[src/rtl/ds_pkg.sv]
// Shared definitions for the 2x2 box-filter downsampler: SRAM mode codes,
// FSM state encoding and the rounding helper.
package ds_pkg;

  localparam logic [1:0] WE_WRITE = 2'b11;
  localparam logic [1:0] WE_READ  = 2'b00;
  localparam logic [1:0] WE_IDLE  = 2'b01;

  typedef enum logic [2:0] {
    ST_IDLE     = 3'd0,
    ST_RD       = 3'd1,
    ST_WR_SETUP = 3'd2,
    ST_WR_PULSE = 3'd3,
    ST_WR_RECOV = 3'd4,
    ST_DONE     = 3'd5
  } state_t;

  // Round-to-nearest average of four 8-bit pixels; sum <= 1020 keeps it in 8 bits.
  function automatic logic [7:0] round_avg(input logic [9:0] sum);
    logic [10:0] t;
    t = {1'b0, sum} + 11'd2;
    return t[9:2];
  endfunction

endpackage

[src/rtl/ds_addr_gen.sv]
// Block/pixel counters and running row bases for the downsampler. Publishes the
// addresses that will be current after this edge so the FSM can register them.
module ds_addr_gen
  import ds_pkg::*;
#(
  parameter int                IMG_W    = 256,
  parameter int                IMG_H    = 256,
  parameter int                ADDR_W   = 20,
  parameter logic [ADDR_W-1:0] SRC_BASE = 20'h00000,
  parameter logic [ADDR_W-1:0] DST_BASE = 20'h10000
) (
  input  logic              clk,
  input  logic              rst,
  input  logic              clear,
  input  logic              advance_pixel,
  input  logic              advance_block,
  output logic [1:0]        pix_idx,
  output logic [ADDR_W-1:0] pix_addr_nxt,
  output logic [ADDR_W-1:0] dst_addr_nxt,
  output logic              last_block
);

  localparam int BX_W = $clog2(IMG_W);
  localparam int BY_W = $clog2(IMG_H);
  localparam logic [BX_W-1:0]   BX_LAST      = BX_W'(IMG_W / 2 - 1);
  localparam logic [BY_W-1:0]   BY_LAST      = BY_W'(IMG_H / 2 - 1);
  localparam logic [ADDR_W-1:0] SRC_LINE     = ADDR_W'(IMG_W);
  localparam logic [ADDR_W-1:0] SRC_ROW_STEP = ADDR_W'(2 * IMG_W);
  localparam logic [ADDR_W-1:0] DST_ROW_STEP = ADDR_W'(IMG_W / 2);

  logic [1:0]        p_r, p_nxt_s;
  logic [BX_W-1:0]   bx_r, bx_nxt_s;
  logic [BY_W-1:0]   by_r, by_nxt_s;
  logic [ADDR_W-1:0] src_row_r, src_row_nxt_s;
  logic [ADDR_W-1:0] dst_row_r, dst_row_nxt_s;

  // Next counter and row-base values from the FSM strobes.
  always_comb begin
    p_nxt_s       = p_r;
    bx_nxt_s      = bx_r;
    by_nxt_s      = by_r;
    src_row_nxt_s = src_row_r;
    dst_row_nxt_s = dst_row_r;
    if (clear) begin
      p_nxt_s       = 2'd0;
      bx_nxt_s      = {BX_W{1'b0}};
      by_nxt_s      = {BY_W{1'b0}};
      src_row_nxt_s = SRC_BASE;
      dst_row_nxt_s = DST_BASE;
    end else if (advance_block) begin
      p_nxt_s = 2'd0;
      if (bx_r == BX_LAST) begin
        bx_nxt_s      = {BX_W{1'b0}};
        by_nxt_s      = by_r + BY_W'(1);
        src_row_nxt_s = src_row_r + SRC_ROW_STEP;
        dst_row_nxt_s = dst_row_r + DST_ROW_STEP;
      end else begin
        bx_nxt_s = bx_r + BX_W'(1);
      end
    end else if (advance_pixel) begin
      p_nxt_s = p_r + 2'd1;
    end else begin
      p_nxt_s = p_r;
    end
  end

  // Pixel p of a block: bit 0 steps one column, bit 1 steps one source line.
  always_comb begin
    pix_addr_nxt = src_row_nxt_s + ADDR_W'({bx_nxt_s, 1'b0})
                 + (p_nxt_s[1] ? SRC_LINE : {ADDR_W{1'b0}})
                 + ADDR_W'(p_nxt_s[0]);
    dst_addr_nxt = dst_row_nxt_s + ADDR_W'(bx_nxt_s);
  end

  // Counter and row-base registers.
  always_ff @(posedge clk) begin
    if (rst) begin
      p_r       <= 2'd0;
      bx_r      <= {BX_W{1'b0}};
      by_r      <= {BY_W{1'b0}};
      src_row_r <= SRC_BASE;
      dst_row_r <= DST_BASE;
    end else begin
      p_r       <= p_nxt_s;
      bx_r      <= bx_nxt_s;
      by_r      <= by_nxt_s;
      src_row_r <= src_row_nxt_s;
      dst_row_r <= dst_row_nxt_s;
    end
  end

  assign pix_idx    = p_r;
  assign last_block = (bx_r == BX_LAST) && (by_r == BY_LAST);

endmodule

[src/rtl/downsample_engine.sv]
// 2x2 box-filter downsampler driving an SRAM pin controller: four reads, one
// rounded average write per block. All outputs come straight from registers.
module downsample_engine
  import ds_pkg::*;
#(
  parameter int                IMG_W    = 256,
  parameter int                IMG_H    = 256,
  parameter int                ADDR_W   = 20,
  parameter logic [ADDR_W-1:0] SRC_BASE = 20'h00000,
  parameter logic [ADDR_W-1:0] DST_BASE = 20'h10000,
  parameter int                RD_WAIT  = 2,
  parameter int                WR_HOLD  = 2
) (
  input  logic              clk,
  input  logic              rst,
  input  logic              start,
  output logic              busy,
  output logic              done,
  output logic [1:0]        sram_wr_en,
  output logic [ADDR_W-1:0] sram_addr,
  output logic [15:0]       sram_wdata,
  input  logic [15:0]       sram_rdata
);

  if ((IMG_W % 2) != 0 || (IMG_H % 2) != 0 || IMG_W < 2 || IMG_H < 2 ||
      RD_WAIT < 1 || WR_HOLD < 1) begin : g_bad_cfg
    $error("downsample_engine: IMG_W/IMG_H must be even and >=2, RD_WAIT/WR_HOLD >=1");
  end

  localparam logic [15:0] RD_LAST = 16'(RD_WAIT - 1);
  localparam logic [15:0] WR_LAST = 16'(WR_HOLD - 1);

  state_t            state_r, state_nxt_s;
  logic [15:0]       cnt_r, cnt_nxt_s;
  logic [9:0]        acc_r, acc_nxt_s;
  logic [1:0]        wr_en_r, wr_en_nxt_s;
  logic [ADDR_W-1:0] addr_r, addr_nxt_s;
  logic [15:0]       wdata_r, wdata_nxt_s;
  logic              busy_r, busy_nxt_s;
  logic              done_r, done_nxt_s;

  logic              adv_pix_s, adv_blk_s, clr_s;
  logic [1:0]        pix_idx_s;
  logic [ADDR_W-1:0] pix_addr_nxt_s, dst_addr_nxt_s;
  logic              last_block_s;
  logic              rdata_hi_unused_s;

  assign rdata_hi_unused_s = ^sram_rdata[15:8];

  ds_addr_gen #(
    .IMG_W   (IMG_W),
    .IMG_H   (IMG_H),
    .ADDR_W  (ADDR_W),
    .SRC_BASE(SRC_BASE),
    .DST_BASE(DST_BASE)
  ) u_addr_gen (
    .clk          (clk),
    .rst          (rst),
    .clear        (clr_s),
    .advance_pixel(adv_pix_s),
    .advance_block(adv_blk_s),
    .pix_idx      (pix_idx_s),
    .pix_addr_nxt (pix_addr_nxt_s),
    .dst_addr_nxt (dst_addr_nxt_s),
    .last_block   (last_block_s)
  );

  // Next state, wait counter, accumulator and address-generator strobes.
  always_comb begin
    state_nxt_s = state_r;
    cnt_nxt_s   = cnt_r;
    acc_nxt_s   = acc_r;
    adv_pix_s   = 1'b0;
    adv_blk_s   = 1'b0;
    clr_s       = 1'b0;
    case (state_r)
      ST_IDLE: begin
        if (start) begin
          state_nxt_s = ST_RD;
          cnt_nxt_s   = 16'd0;
        end else begin
          state_nxt_s = ST_IDLE;
        end
      end
      ST_RD: begin
        if (cnt_r == RD_LAST) begin
          acc_nxt_s = ((pix_idx_s == 2'd0) ? 10'd0 : acc_r) + {2'b00, sram_rdata[7:0]};
          cnt_nxt_s = 16'd0;
          if (pix_idx_s == 2'd3) begin
            state_nxt_s = ST_WR_SETUP;
          end else begin
            adv_pix_s = 1'b1;
          end
        end else begin
          cnt_nxt_s = cnt_r + 16'd1;
        end
      end
      ST_WR_SETUP: begin
        state_nxt_s = ST_WR_PULSE;
        cnt_nxt_s   = 16'd0;
      end
      ST_WR_PULSE: begin
        if (cnt_r == WR_LAST) begin
          state_nxt_s = ST_WR_RECOV;
          cnt_nxt_s   = 16'd0;
        end else begin
          cnt_nxt_s = cnt_r + 16'd1;
        end
      end
      ST_WR_RECOV: begin
        cnt_nxt_s = 16'd0;
        if (last_block_s) begin
          state_nxt_s = ST_DONE;
          clr_s       = 1'b1;
        end else begin
          state_nxt_s = ST_RD;
          adv_blk_s   = 1'b1;
        end
      end
      ST_DONE: begin
        state_nxt_s = ST_IDLE;
      end
      default: begin
        state_nxt_s = ST_IDLE;
      end
    endcase
  end

  // Output values for the state being entered, so registered outputs track the state.
  always_comb begin
    wr_en_nxt_s = WE_IDLE;
    addr_nxt_s  = addr_r;
    wdata_nxt_s = wdata_r;
    busy_nxt_s  = 1'b0;
    done_nxt_s  = 1'b0;
    case (state_nxt_s)
      ST_RD: begin
        wr_en_nxt_s = WE_READ;
        addr_nxt_s  = pix_addr_nxt_s;
        busy_nxt_s  = 1'b1;
      end
      ST_WR_SETUP: begin
        addr_nxt_s  = dst_addr_nxt_s;
        wdata_nxt_s = {8'h00, round_avg(acc_nxt_s)};
        busy_nxt_s  = 1'b1;
      end
      ST_WR_PULSE: begin
        wr_en_nxt_s = WE_WRITE;
        busy_nxt_s  = 1'b1;
      end
      ST_WR_RECOV: begin
        busy_nxt_s = 1'b1;
      end
      ST_DONE: begin
        done_nxt_s = 1'b1;
      end
      default: begin
        wr_en_nxt_s = WE_IDLE;
      end
    endcase
  end

  // State and output registers; reset abandons any write in flight.
  always_ff @(posedge clk) begin
    if (rst) begin
      state_r <= ST_IDLE;
      cnt_r   <= 16'd0;
      acc_r   <= 10'd0;
      wr_en_r <= WE_IDLE;
      addr_r  <= {ADDR_W{1'b0}};
      wdata_r <= 16'd0;
      busy_r  <= 1'b0;
      done_r  <= 1'b0;
    end else begin
      state_r <= state_nxt_s;
      cnt_r   <= cnt_nxt_s;
      acc_r   <= acc_nxt_s;
      wr_en_r <= wr_en_nxt_s;
      addr_r  <= addr_nxt_s;
      wdata_r <= wdata_nxt_s;
      busy_r  <= busy_nxt_s;
      done_r  <= done_nxt_s;
    end
  end

  assign sram_wr_en = wr_en_r;
  assign sram_addr  = addr_r;
  assign sram_wdata = wdata_r;
  assign busy       = busy_r;
  assign done       = done_r;

endmodule

[config.mk]
export PLATFORM = sky130hd
export DESIGN_NAME = downsample_engine
export DESIGN_NICKNAME = d
export VERILOG_FILES = /design/src/rtl/ds_pkg.sv /design/src/rtl/ds_addr_gen.sv /design/src/rtl/downsample_engine.sv
export SDC_FILE = /design/constraint.sdc
export NUM_CORES = 1
export LEC_CHECK = 0
export ABC_AREA = 1
export CAP_MARGIN = 20
export CORE_MARGIN = 8
export CORE_UTILIZATION = 35
export CTS_BUF_LIST = sky130_fd_sc_hd__clkbuf_8
export CTS_CLUSTER_SIZE = 12
export DETAILED_ROUTE_END_ITERATION = 10
export PLACE_DENSITY = 0.5
export SYNTH_ARGS = -nofsm -noshare
export SYNTH_HDL_FRONTEND = slang
export SYNTH_HIERARCHICAL = 1
export SYNTH_SLANG_ARGS = --single-unit
[constraint.sdc]
create_clock -name clk -period 5.13 [get_ports clk]
set_input_delay 1.2825 -clock clk [delete_from_list [all_inputs] [get_ports clk]]
set_output_delay 1.2825 -clock clk [all_outputs]
set_load 0.005 [all_outputs]
-- After elaboration in Yosys (flattened, before gate mapping)
Index checks and enable logic that the tools add are counted.
- bits in registers: 119
- input port bits: 19
- output and inout bits: 40
- logic and storage cells: 86
- add/subtract/negate cells: 12
- equal/unequal tests: 14
- muxes and demuxes: 36
- reduce and logical (&&, ||, !) cells: 11
- operators by type and width (kind ; number):
    20-bit 2-to-1 mux ; 6
    16-bit one-hot mux with 3 select lines ; 1
    20-bit one-hot mux with 2 select lines ; 1
    16-bit 2-to-1 mux ; 2
    10-bit 2-to-1 mux ; 3
    8-bit 2-to-1 mux ; 3
    20-bit by 1-bit adder with 20-bit output ; 1
    20-bit by 10-bit adder with 20-bit output, second input constant ; 1
    20-bit adder ; 1
    20-bit by 8-bit adder with 20-bit output ; 1
    20-bit by 8-bit adder with 20-bit output, second input constant ; 1
    20-bit by 9-bit adder with 20-bit output ; 1
    16-bit by 1-bit adder with 16-bit output, second input constant ; 1
    8-bit by 1-bit adder with 8-bit output, second input constant ; 2
    16-bit by 1-bit equality test with 1-bit output, second input constant ; 1
    8-bit by 7-bit equality test with 1-bit output, second input constant ; 2
    3-bit one-hot mux with 5 select lines ; 1
    3-bit by 2-bit equality test with 1-bit output, second input constant ; 4
    3-bit 2-to-1 mux ; 4
    10-bit by 2-bit adder with 10-bit output, second input constant ; 1
    10-bit by 8-bit adder with 10-bit output ; 1
    1-bit 2-to-1 mux ; 10
    3-bit equality test, second input constant ; 3
    9-bit 2-to-1 mux ; 1
    other kinds (14) ; 20

-- Longest topological paths before layout
Gate-level depths: netlist (run 1).
- word-level depth: 11
- gate-level depth with buffers: 31
- gate-level depth less buffers: 30

-- Modules after synthesis
Netlist (run 1), hierarchy kept.
- modules (own cells, without submodules) (module ; times used ; cells each ; area an instance (um2) ; seq. area each (um2)):
    ds_addr_gen ; 1 ; 675 ; 4321.6 ; 1161.1
    downsample_engine ; 1 ; 515 ; 3587.2 ; 1221.2

-- Worst setup path after synthesis (run 1)
No wires, ideal clock.
- kind: register to register
- start point: register u_addr_gen.bx_r[0]
- end point: register addr_r[17] (netlist: sram_addr[17])
- setup time: 0.122 ns
- data arrival time: 4.390 ns
- required time: 5.008 ns
- path slack: 0.618 ns
- stages on the path, launching flop included: 26
- buffers on the path: 3
- clock period less this slack: 4.512 ns
- cells stage by stage: dfxtp_1 -> ha_1 -> nand3_2 -> inv_1 -> nand2_1 -> nor3_1 -> nand3_1 -> inv_1 -> clkbuf_1 -> clkbuf_1 -> clkbuf_1 -> nor2_1 -> ha_1 -> ha_1 -> inv_1 -> fa_1 -> o21ai_0 -> nand2_1 -> nand2_1 -> nand2_1 -> a21oi_2 -> nand2_1 -> nor3_1 -> nor2_1 -> nor3_1 -> nor3_2
- elaborated cells on any way between the ends: 29
- those cells by class: add/sub: 5; eq/ne: 3; mux: 19; reduce/logical: 2
- RTL lines (what ; line ; RTL):
    from (decl) ; ds_addr_gen.sv:32 ; logic [BX_W-1:0] bx_r, bx_nxt_s;
    from (signal assigned) ; ds_addr_gen.sv:79 ; bx_r <= {BX_W{1'b0}};
    from (signal assigned) ; ds_addr_gen.sv:85 ; bx_r <= bx_nxt_s;
    8-bit by 7-bit equality test with 1-bit output ; ds_addr_gen.sv:93 ; assign last_block = (bx_r == BX_LAST) && (by_r == BY_LAST);
    1-bit logical AND ; ds_addr_gen.sv:93 ;
    via last_block_s ; downsample_engine.sv:45 ; logic last_block_s;
    1-bit 2-to-1 mux ; downsample_engine.sv:112 ; if (last_block_s) begin
    1-bit 2-to-1 mux ; downsample_engine.sv:76 ; case (state_r)
    via clr_s ; downsample_engine.sv:42 ; logic adv_pix_s, adv_blk_s, clr_s;
    20-bit 2-to-1 mux ; ds_addr_gen.sv:44 ; if (clear) begin
    via u_addr_gen.src_row_nxt_s[1] ; ds_addr_gen.sv:34 ; logic [ADDR_W-1:0] src_row_r, src_row_nxt_s;
    20-bit by 9-bit adder with 20-bit output ; ds_addr_gen.sv:69 ; pix_addr_nxt = src_row_nxt_s + ADDR_W'({bx_nxt_s, 1'b0})
    20-bit adder ; ds_addr_gen.sv:70 ; + (p_nxt_s[1] ? SRC_LINE : {ADDR_W{1'b0}})
    20-bit by 1-bit adder with 20-bit output ; ds_addr_gen.sv:71 ; + ADDR_W'(p_nxt_s[0]);
    via pix_addr_nxt_s[17] ; downsample_engine.sv:44 ; logic [ADDR_W-1:0] pix_addr_nxt_s, dst_addr_nxt_s;
    20-bit one-hot mux with 2 select lines ; downsample_engine.sv:136 ; case (state_nxt_s)
    to (signal assigned) ; downsample_engine.sv:170 ; addr_r <= {ADDR_W{1'b0}};
    to (signal assigned) ; downsample_engine.sv:179 ; addr_r <= addr_nxt_s;
    to (decl) ; downsample_engine.sv:37 ; logic [ADDR_W-1:0] addr_r, addr_nxt_s;
The timed path passes the listed nets, and every way through them passes these cells.
A chain may end at the register's enable or synchronous reset.

-- Worst setup path after layout (run 1)
- start point: register u_addr_gen.bx_r[0]
- end point: register addr_r[17] (netlist: sram_addr[17])
- longest elaborated chain between the ends: 10
- elaborated cells on any way between the ends: 29
- those cells by class: add/sub: 5; eq/ne: 3; mux: 19; reduce/logical: 2
- ends and longest elaborated chain (what ; line ; RTL):
    8-bit by 7-bit equality test with 1-bit output ; ds_addr_gen.sv:93 ;
    1-bit logical AND ; ds_addr_gen.sv:93 ;
    via last_block_s ; downsample_engine.sv:45 ;
    1-bit 2-to-1 mux ; downsample_engine.sv:112 ;
    1-bit 2-to-1 mux ; downsample_engine.sv:76 ;
    via adv_blk_s ; downsample_engine.sv:42 ;
    8-bit 2-to-1 mux ; ds_addr_gen.sv:50 ; end else if (advance_block) begin
    8-bit 2-to-1 mux ; ds_addr_gen.sv:44 ;
    via u_addr_gen.bx_nxt_s[0] ; ds_addr_gen.sv:32 ;
    20-bit by 9-bit adder with 20-bit output ; ds_addr_gen.sv:69 ;
    20-bit adder ; ds_addr_gen.sv:70 ;
    20-bit by 1-bit adder with 20-bit output ; ds_addr_gen.sv:71 ;
    via pix_addr_nxt_s[17] ; downsample_engine.sv:44 ;
    20-bit one-hot mux with 2 select lines ; downsample_engine.sv:136 ;
The timed path passes the listed nets, and every way through them passes these cells.

==> results.py, run 1 <==
metrics = {
    "timing": {
        "layout_setup_ws_ns": 0.390,
        "slew_headroom": 0.364,
        "clock_skew_ns": 0.0160,
        "worst_slew_pin_slew_ns": 0.948,
        "fin_hold_ws_ns": 0.439,
        "tns_ns": 0,
        "hold_viol": 0,
        "max_freq_mhz": 211,
        "rsz0062_at_grt": "false",
        "setup_violations": 0,
        "fin_crit_ns": 4.74,
        "drv_slew": 0,
        "period_share": 0.924,
    },
    "finish": {
        "final_util": 0.401,
        "final_nets": 1298,
        "areaGrowthSynthToFinish_pct": 13.7,
        "n_antenna_cell": 0,
        "fin_cells": 1534,
        "drive_gt1_frac": 0.102,
    },
    "status": {
        "status": "finished clean",
    },
    "die": {
        "dieArea_mm2": 0.0277,
        "die_h_um": 166,
        "core_area_mm2": 0.0224,
        "ios": 59,
        "num_rows": 55,
        "die_w_um": 166,
        "start_util": 0.353,
    },
    "place": {
        "dp_slack_ns": 0.282,
        "routabilityCongestion": 0.846,
        "hpwl_mm": 15.8,
        "io_buffers": 42,
        "place_inst": 1502,
    },
    "global_route": {
        "grt_antenna_before_repair": 0,
        "grt_pass1_wl_mm": 34.0,
        "grt_pass1_vias": 6807,
        "grt_overflow": 0,
        "grt_max_degree": 44,
        "grt_use_total": 0.151,
    },
    "cts": {
        "root_buffer": "clkbuf_8",
        "numCtsBuffers": 17,
        "cts_tree": "done",
        "h-tree-depth": 4,
        "ctsHoldBuffers": 0,
        "cts.clk_slew.worst_paths_ns": 0.08,
        "cts_sinks": 119,
        "clk_latency_ns": 0.46,
        "clk_path_buf_depth": 2,
    },
    "yosys": {
        "synth_ff_type": "dfxtp_1",
        "yosys_warnings": 6,
        "ys_ff_latch": 119,
        "yosysSeqAreaShare": 0.301,
        "synthArstFlopShare": 0,
        "yosys.cell_types.count": 45,
        "netlist_area_mm2": 0.00791,
        "synth_area_per_cell_um2": 6.65,
        "synth_cells": 1190,
        "synth_edf_count": 0,
    },
    "detailed_routing": {
        "drc": 0,
        "detail-route-antenna-nets": 0,
        "vias_per_cell": 4.69,
        "finalWirelength_mm": 20.4,
        "drt_iter0_drc": 350,
        "drt-pass1-iter-count": 5,
        "vias": 7190,
        "avgRoutedWirePerCell_um": 13.3,
    },
    "power": {
        "p_per_area_mw_per_mm2": 223,
        "leakagePower_nw": 4.07,
        "ir_drop_v": 0.000119,
    },
    "run": {
        "cap_violations": 0,
    },
    "worst_setup_path": {
        "path_class": "reg2reg",
        "crit_required_ns": 5.46,
        "critPathArrivalTime_ns": 5.07,
        "cp-end-kind": "register",
        "cp_max_fo": 8,
        "crit_path_start_kind": "register",
    },
    "hold_path": {
        "min_path_type": "reg2reg",
    },
}
-- cells in the mapped netlist (2+ instances only) --
| cell type | instances | area share |
|---|---|---|
| ha_1 | 39 | 0.062 |
| buf_6 | 6 | 0.0085 |
| nor2_8 | 2 | 0.0051 |
| o21ai_0 | 38 | 0.024 |
| a211oi_1 | 5 | 0.0047 |
| nor2_4 | 9 | 0.013 |
| dfxtp_1 | 119 | 0.30 |
| xor2_1 | 27 | 0.030 |
| a21oi_2 | 4 | 0.0044 |
| a21o_1 | 3 | 0.0028 |
| nand2_4 | 2 | 0.0028 |
| fa_1 | 4 | 0.010 |
| o21ai_1 | 7 | 0.0044 |
| nand3_2 | 6 | 0.0076 |
| nor2_2 | 11 | 0.0087 |
| nor3_1 | 51 | 0.032 |
| clkinv_1 | 2 | 0.00095 |
| nor2_1 | 227 | 0.11 |
| xnor2_1 | 11 | 0.012 |
| nand2_2 | 10 | 0.0079 |
| nand3b_1 | 6 | 0.0057 |
| o211ai_1 | 3 | 0.0028 |
| inv_2 | 9 | 0.0043 |
| buf_2 | 4 | 0.0025 |
| buf_4 | 11 | 0.010 |
| clkbuf_1 | 16 | 0.0076 |
| nand2_1 | 232 | 0.11 |
| nor3_2 | 19 | 0.024 |
| nor4_1 | 8 | 0.0063 |
| o21a_1 | 4 | 0.0038 |
| and3_1 | 2 | 0.0016 |
| o21ai_2 | 2 | 0.0022 |
| a31oi_1 | 4 | 0.0032 |
| nand3_4 | 2 | 0.0044 |
| a21oi_1 | 31 | 0.020 |
| nand4_1 | 17 | 0.013 |
| nand3_1 | 74 | 0.047 |
| inv_1 | 156 | 0.074 |
-- critical path, stage by stage (launching register included) --
cell,delay [ns]
dfxtp_1,0.33
ha_1,0.25
nand3_2,0.14
inv_1,0.05
nand2_1,0.11
nor3_1,0.08
nor2_2,0.25
buf_4,0.18
inv_1,0.09
nor2_4,0.25
nand2_4,0.06
nand2_1,0.22
nor3_1,0.09
buf_4,0.16
ha_1,0.27
ha_1,0.16
inv_1,0.09
fa_1,0.43
o21ai_0,0.29
nand2_1,0.08
nand2_1,0.12
nand2_1,0.09
a21oi_2,0.20
nand2_1,0.12
nor3_1,0.15
nor2_1,0.07
nor3_1,0.23
nor3_2,0.06
-- flip-flops by register name, summed over array words and instances (netlist names) --
signal / count
sram_addr: 20
u_addr_gen/dst_row_r: 20
u_addr_gen/src_row_r: 20
cnt_r: 16
acc_r: 10
sram_wdata: 8
u_addr_gen/bx_r: 8
u_addr_gen/by_r: 8
state_r: 3
sram_wr_en: 2
u_addr_gen/pix_idx: 2
busy: 1
done: 1
-- what timing repair did --
action / CTS / global route
buffers inserted: 0 / 0
resized for setup: 0 / 2
endpoints found under the setup margin: 0 / 3
-- layout make-up --
cell class,instances,area [um^2]
inverter,167,627
fill,2410,13400
timing repair buffer,57,528
sequential,119,2380
multi-input combinational,874,4700
clock buffer,17,234
clock inverter,15,159
tap,285,357
-- power by group --
part	internal (mW)	leakage [nW]	total, mW	switching, mW
sequential	0.942	0.963	0.954	0.0119
combinational	0.0703	2.91	0.184	0.113
clock	0.403	0.191	0.867	0.464
-- placed cells by master (no fill, tap or decap), types with 3 or more instances in the layout --
cell / Yosys / routed
nand2_2: 10 / 10
xnor2_1: 11 / 11
nand3_1: 74 / 74
nand3b_1: 6 / 6
nor3_1: 51 / 50
inv_1: 156 / 156
o211ai_1: 3 / 3
a21o_1: 3 / 3
ha_1: 39 / 39
o21ai_1: 7 / 7
nor2_2: 11 / 12
nor4_1: 8 / 8
o21a_1: 4 / 4
nor2_4: 9 / 9
nand3_2: 6 / 6
inv_2: 9 / 9
inv_6: 0 / 4
a21oi_1: 31 / 31
a31oi_1: 4 / 4
nor2_1: 227 / 226
inv_8: 0 / 4
o21ai_0: 38 / 38
fa_1: 4 / 4
nand2_1: 232 / 232
xor2_1: 27 / 27
clkbuf_8: 0 / 17
conb_1: 1 / 8
nor3_2: 19 / 20
a211oi_1: 5 / 5
buf_4: 11 / 15
clkinv_4: 0 / 3
nand4_1: 17 / 17
clkinvlp_4: 0 / 3
clkdlybuf4s50_1: 0 / 41
a21oi_2: 4 / 4
dfxtp_1: 119 / 119
-- layer usage --
layer,up-vias,track usage,share of wire
met5,-,0,0
met4,0,0.0392,0.012
met3,13,0.0316,0.028
met2,79,0.263,0.48
met1,3234,0.185,0.48
li1,3864,-,-
-- path summary, 6_finish.rpt --
| check | startpoint | end | slack [ns] | depth (start not counted) |
|---|---|---|---|---|
| worst min-delay path | u_addr_gen/dst_row_r[3]$_SDFF_PP0_ | u_addr_gen/dst_row_r[3]$_SDFF_PP0_ | 0.44 | 2 |
| worst max register to register | u_addr_gen/bx_r[0]$_SDFF_PP0_ | sram_addr[17]$_SDFFE_PP0P_ | 0.39 | 27 |
| worst min register to register | u_addr_gen/dst_row_r[3]$_SDFF_PP0_ | u_addr_gen/dst_row_r[3]$_SDFF_PP0_ | 0.44 | 2 |
| worst max-delay path | u_addr_gen/bx_r[0]$_SDFF_PP0_ | sram_addr[17]$_SDFFE_PP0P_ | 0.39 | 27 |
-- per-stage QoR --
step	total power, mW	instance area, um^2
after floorplan	1.10	7940
after global placement	1.16	8590
after detailed placement	1.16	8590
after CTS	2.04	8980
after global routing	2.11	8990
final	2.00	8990
-- logic make-up after synthesis --
group / synth area share
other: 0.000474
buffers and inverters: 0.108
flip-flops: 0.301
XOR/XNOR: 0.0421
adder cells (fa/ha/maj): 0.0718
AND/OR/NAND/NOR: 0.401
AO/OA/AOI/OAI: 0.0753
No activity file was read; power rests on OpenSTA's default activity.
==> inputs of run 2 (changes only) <==
CTS_BUF_LIST = not set   (was sky130_fd_sc_hd__clkbuf_8)
SKIP_CTS_REPAIR_TIMING = 1   (was not set)
==> run 2 against run 1 <==
  * Via count grew 0.40%
  * Final area up 2.1%
  * First-iteration DRC count decreased by 4.6%
  * Hold slack got worse by 0.0054 ns
  * Flip-flop and latch count unchanged
  * Clock skew down 0.0047 ns
  * Maximum frequency is essentially flat
  * Largest cell class unchanged
  * Highest routed layer unchanged
==> results.py, run 2 (synthesis gave the netlist of run 1 again) <==
metrics = {
    "die": {
        "ios": 59,
        "die_h_um": 166,
        "num_rows": 55,
        "core_area_mm2": 0.0224,
        "dieArea_mm2": 0.0277,
        "die_w_um": 166,
        "start_util": 0.353,
    },
    "global_route": {
        "grt_overflow": 0,
        "grt_pass1_vias": 6841,
        "grt_max_degree": 44,
        "grt_antenna_before_repair": 0,
        "grt_pass1_wl_mm": 34.2,
        "grt_use_total": 0.152,
    },
    "worst_setup_path": {
        "cp-end-kind": "register",
        "cp_top_family": "simple AND/OR/NAND/NOR gates",
        "crit_buf_inv": 5,
        "worstSetupPathDepth": 27,
        "critPathMaxStageDelay_ns": 0.43,
        "cpMostUsedCell": "nand2_1",
        "cp_max_fo": 8,
        "rr_worst_depth": 27,
        "path_class": "reg2reg",
        "crit_path_top_delay_cell": "fa_1",
        "critPathArrivalTime_ns": 5.04,
        "crit_path_start_kind": "register",
        "worstReg2RegStart": "u_addr_gen/bx_r[0]$_SDFF_PP0_",
        "crit_start": "u_addr_gen/bx_r[0]$_SDFF_PP0_",
        "crit_required_ns": 5.43,
    },
    "timing": {
        "slew_headroom": 0.356,
        "max_freq_mhz": 211,
        "clock_skew_ns": 0.0113,
        "hold_viol": 0,
        "fin_crit_ns": 4.74,
        "period_share": 0.924,
        "setup_violations": 0,
        "tns_ns": 0,
        "drv_slew": 0,
        "worst_slew_pin_slew_ns": 0.959,
        "rsz0062_at_grt": "false",
    },
    "detailed_routing": {
        "drt-pass1-iter-count": 4,
        "drt_iter0_drc": 334,
        "avgRoutedWirePerCell_um": 13.4,
        "finalWirelength_mm": 20.6,
        "vias": 7219,
        "drc": 0,
        "detail-route-antenna-nets": 0,
        "vias_per_cell": 4.71,
    },
    "power": {
        "ir_drop_v": 0.000215,
        "leakagePower_nw": 4.16,
        "p_per_area_mw_per_mm2": 254,
    },
    "cts": {
        "cts_tree": "done",
        "root_buffer": "clkbuf_16",
        "clk_latency_ns": 0.43,
        "cts_sinks": 119,
        "numCtsBuffers": 17,
        "clk_path_buf_depth": 2,
        "cts.clk_slew.worst_paths_ns": 0.06,
        "h-tree-depth": 4,
    },
    "finish": {
        "areaGrowthSynthToFinish_pct": 16.1,
        "most-common-layout-cells": "nand2_1, nor2_1, inv_1",
        "drive_gt1_frac": 0.102,
        "final_common_cell": "nand2_1",
        "n_antenna_cell": 0,
        "final_nets": 1298,
        "fillers": 2376,
        "fin_cells": 1534,
    },
    "hold_path": {
        "min_path_type": "reg2reg",
        "hold_path_depth": 2,
        "hold_path.startpoint": "u_addr_gen/src_row_r[4]$_SDFF_PP0_",
    },
    "status": {
        "status": "finished clean",
    },
    "run": {
        "cap_violations": 0,
    },
    "place": {
        "routabilityCongestion": 0.846,
        "place_inst": 1502,
        "io_buffers": 42,
        "hpwl_mm": 15.8,
    },
}
run 2: final timing paths:
path | to | slack, ns
worst max-delay path | sram_addr[17]$_SDFFE_PP0P_ | 0.39
worst min-delay path | u_addr_gen/src_row_r[4]$_SDFF_PP0_ | 0.43
worst max register to register | sram_addr[17]$_SDFFE_PP0P_ | 0.39
worst min register to register | u_addr_gen/src_row_r[4]$_SDFF_PP0_ | 0.43
run 2: layer usage:
metal  track usage  wire length (um)
met1         0.186              9860
met2         0.265              9890
met3        0.0302               544
met4        0.0474               331
met5             0                 0
run 2: per-stage QoR:
stage | power (mW) | area [um^2] | hold slack (ns) | utilization | worst slack (ns)
3_3_place_gp | 1.16 | 8590 | 0.424 | 0.383 | 0.259
2_1_floorplan | 1.10 | 7940 | 0.417 | - | 0.618
3_5_place_dp | 1.16 | 8590 | 0.427 | 0.383 | 0.282
5_1_grt | 2.43 | 9180 | 0.441 | 0.409 | 0.0157
6_report | 2.33 | 9180 | 0.434 | 0.409 | 0.388
4_1_cts | 2.37 | 9170 | 0.437 | 0.409 | 0.264
run 2: area by class of cell:
class / instances / area (um^2) / area share
Inverter: 167 / 627 / 0.0683
Sequential cell: 119 / 2380 / 0.259
Clock buffer: 17 / 425 / 0.0463
Timing Repair Buffer: 57 / 528 / 0.0575
Clock inverter: 15 / 159 / 0.0173
Tap cell: 285 / 357 / 0.0388
Multi-Input combinational cell: 874 / 4700 / 0.512
run 2: report_power, final:
part           total [mW]  internal, mW  switching, mW
Sequential          0.956         0.944         0.0119
Combinational       0.184        0.0703          0.113
Clock                1.19         0.686          0.507
Total                2.33          1.70          0.633
run 2: worst register-to-register path: cells and delay by family (launching register included):
family,cells,cell delay (ns)
AO/OA/AOI/OAI,2,0.49
adder cells (fa/ha/maj),4,1.12
buffers and inverters,5,0.56
flip-flops,1,0.33
AND/OR/NAND/NOR,16,2.13
==> inputs of run 3 (changes only) <==
CORE_UTILIZATION = 48   (was 35)
PLACE_DENSITY = 0.65   (was 0.5)
==> run 3 against run 2 <==
  * Hold slack gained 0.0028 ns
  * Via count grew 2.1%
  * Count of clock-buffer cells in the layout grew 2
  * Sequential share of layout area grew 0.12 points
  * Critical path depth is the same
  * Largest cell class unchanged
==> results.py, run 3 (synthesis gave the netlist of run 1 again) <==
metrics = {
    "finish": {
        "n_antenna_cell": 0,
        "regArea_mm2": 0.00238,
        "fin_cells": 1468,
        "drive_gt1_frac": 0.103,
        "final_util": 0.559,
        "most-common-layout-cells": "nand2_1, nor2_1, inv_1",
        "multi_input_comb_area_mm2": 0.00471,
        "final_common_cell": "nand2_1",
        "finalInstanceArea_mm2": 0.00914,
        "final_nets": 1298,
        "areaGrowthSynthToFinish_pct": 15.6,
        "fillers": 1659,
    },
    "worst_setup_path": {
        "critPathMaxStageDelay_ns": 0.47,
        "cp_top_family": "simple AND/OR/NAND/NOR gates",
        "path_class": "reg2reg",
        "crit_required_ns": 5.43,
        "cpMostUsedCell": "nand2_1",
        "cp_max_fo": 5,
        "crit_buf_inv": 4,
        "critPathArrivalTime_ns": 4.91,
        "crit_path_top_delay_cell": "fa_1",
        "crit_path_start_kind": "register",
        "cp-end-kind": "register",
    },
    "cts": {
        "h-tree-depth": 4,
        "numCtsBuffers": 17,
        "root_buffer": "clkbuf_16",
        "clk_path_buf_depth": 2,
        "cts.clk_slew.worst_paths_ns": 0.06,
        "clk_latency_ns": 0.42,
        "cts_sinks": 119,
        "cts_tree": "done",
    },
    "timing": {
        "clock_skew_ns": 0.00804,
        "hold_viol": 0,
        "fin_crit_ns": 4.61,
        "slew_headroom": 0.342,
        "worst_slew_pin_slew_ns": 0.980,
        "fin_hold_ws_ns": 0.437,
        "period_share": 0.899,
        "rsz0062_at_grt": "false",
        "layout_setup_ws_ns": 0.519,
        "tns_ns": 0,
        "drv_slew": 0,
        "setup_violations": 0,
        "max_freq_mhz": 217,
    },
    "global_route": {
        "grt_antenna_before_repair": 0,
        "grt_use_total": 0.195,
        "grt_max_degree": 50,
        "grt_pass1_vias": 6909,
        "grt_pass1_wl_mm": 32.4,
        "grt_overflow": 0,
    },
    "detailed_routing": {
        "vias_per_cell": 5.02,
        "avgRoutedWirePerCell_um": 13.2,
        "drt_iter0_drc": 355,
        "drc": 0,
        "drt-pass1-iter-count": 5,
        "detail-route-antenna-nets": 0,
        "finalWirelength_mm": 19.3,
        "vias": 7372,
    },
    "die": {
        "core_area_mm2": 0.0163,
        "start_util": 0.484,
        "dieArea_mm2": 0.0208,
        "ios": 59,
        "die_w_um": 144,
        "num_rows": 47,
        "die_h_um": 144,
    },
    "power": {
        "p_sw_frac": 0.236,
        "ir_drop_v": 0.000235,
        "combPwrFrac": 0.077,
        "leakagePower_nw": 4.16,
        "p_per_area_mw_per_mm2": 258,
        "switchingPower_uw": 557,
        "finalPower_mw": 2.36,
        "p_int_mw": 1.80,
        "power_frac_seq": 0.406,
        "p_clk_frac": 0.517,
    },
    "hold_path": {
        "min_path_type": "reg2reg",
    },
    "place": {
        "place_area_mm2": 0.00852,
        "hpwl_mm": 14.7,
        "routabilityCongestion": 0.911,
        "io_buffers": 42,
        "place_inst": 1437,
        "dp_slack_ns": 0.417,
    },
    "status": {
        "status": "finished clean",
    },
    "run": {
        "cap_violations": 0,
    },
}
==> run 3: worst paths after layout <==
check	startpoint	endpoint	slack [ns]	cells after the start
setup / recovery	u_addr_gen/bx_r[0]$_SDFF_PP0_	sram_addr[18]$_SDFFE_PP0P_	0.52	27
hold / removal	u_addr_gen/dst_row_r[4]$_SDFF_PP0_	u_addr_gen/dst_row_r[4]$_SDFF_PP0_	0.44	2
setup reg to reg	u_addr_gen/bx_r[0]$_SDFF_PP0_	sram_addr[18]$_SDFFE_PP0P_	0.52	27
hold reg to reg	u_addr_gen/dst_row_r[4]$_SDFF_PP0_	u_addr_gen/dst_row_r[4]$_SDFF_PP0_	0.44	2
==> run 3: worst min-delay path: stages, from the launching register on <==
cell and delay (ns):
dfxtp_1 0.29, inv_1 0.06, nor2_1 0.04
==> run 3: routing by layer <==
layer | GRT usage | up-vias | part of all wire
met4 | 0.0761 | 0 | 0.018
met5 | 0 | - | 0
li1 | - | 3876 | -
met2 | 0.339 | 121 | 0.49
met1 | 0.233 | 3343 | 0.46
met3 | 0.0360 | 32 | 0.038
==> run 3: power groups by stage <==
stage	logic, mW	registers, mW	clock network, mW
after global routing	0.205	0.958	1.28
final	0.182	0.956	1.22
after floorplan	0.125	0.975	0
after CTS	0.184	0.956	1.23
after global placement	0.182	0.976	0
after detailed placement	0.183	0.976	0
==> run 3: area by class of cell <==
type / instances / area share
multi-input cells: 874 / 0.515
inverters: 167 / 0.0686
flip-flops and latches: 119 / 0.261
well taps: 220 / 0.0301
repair buffers: 57 / 0.0591
clock inverters: 12 / 0.0167
clock buffers: 19 / 0.0496
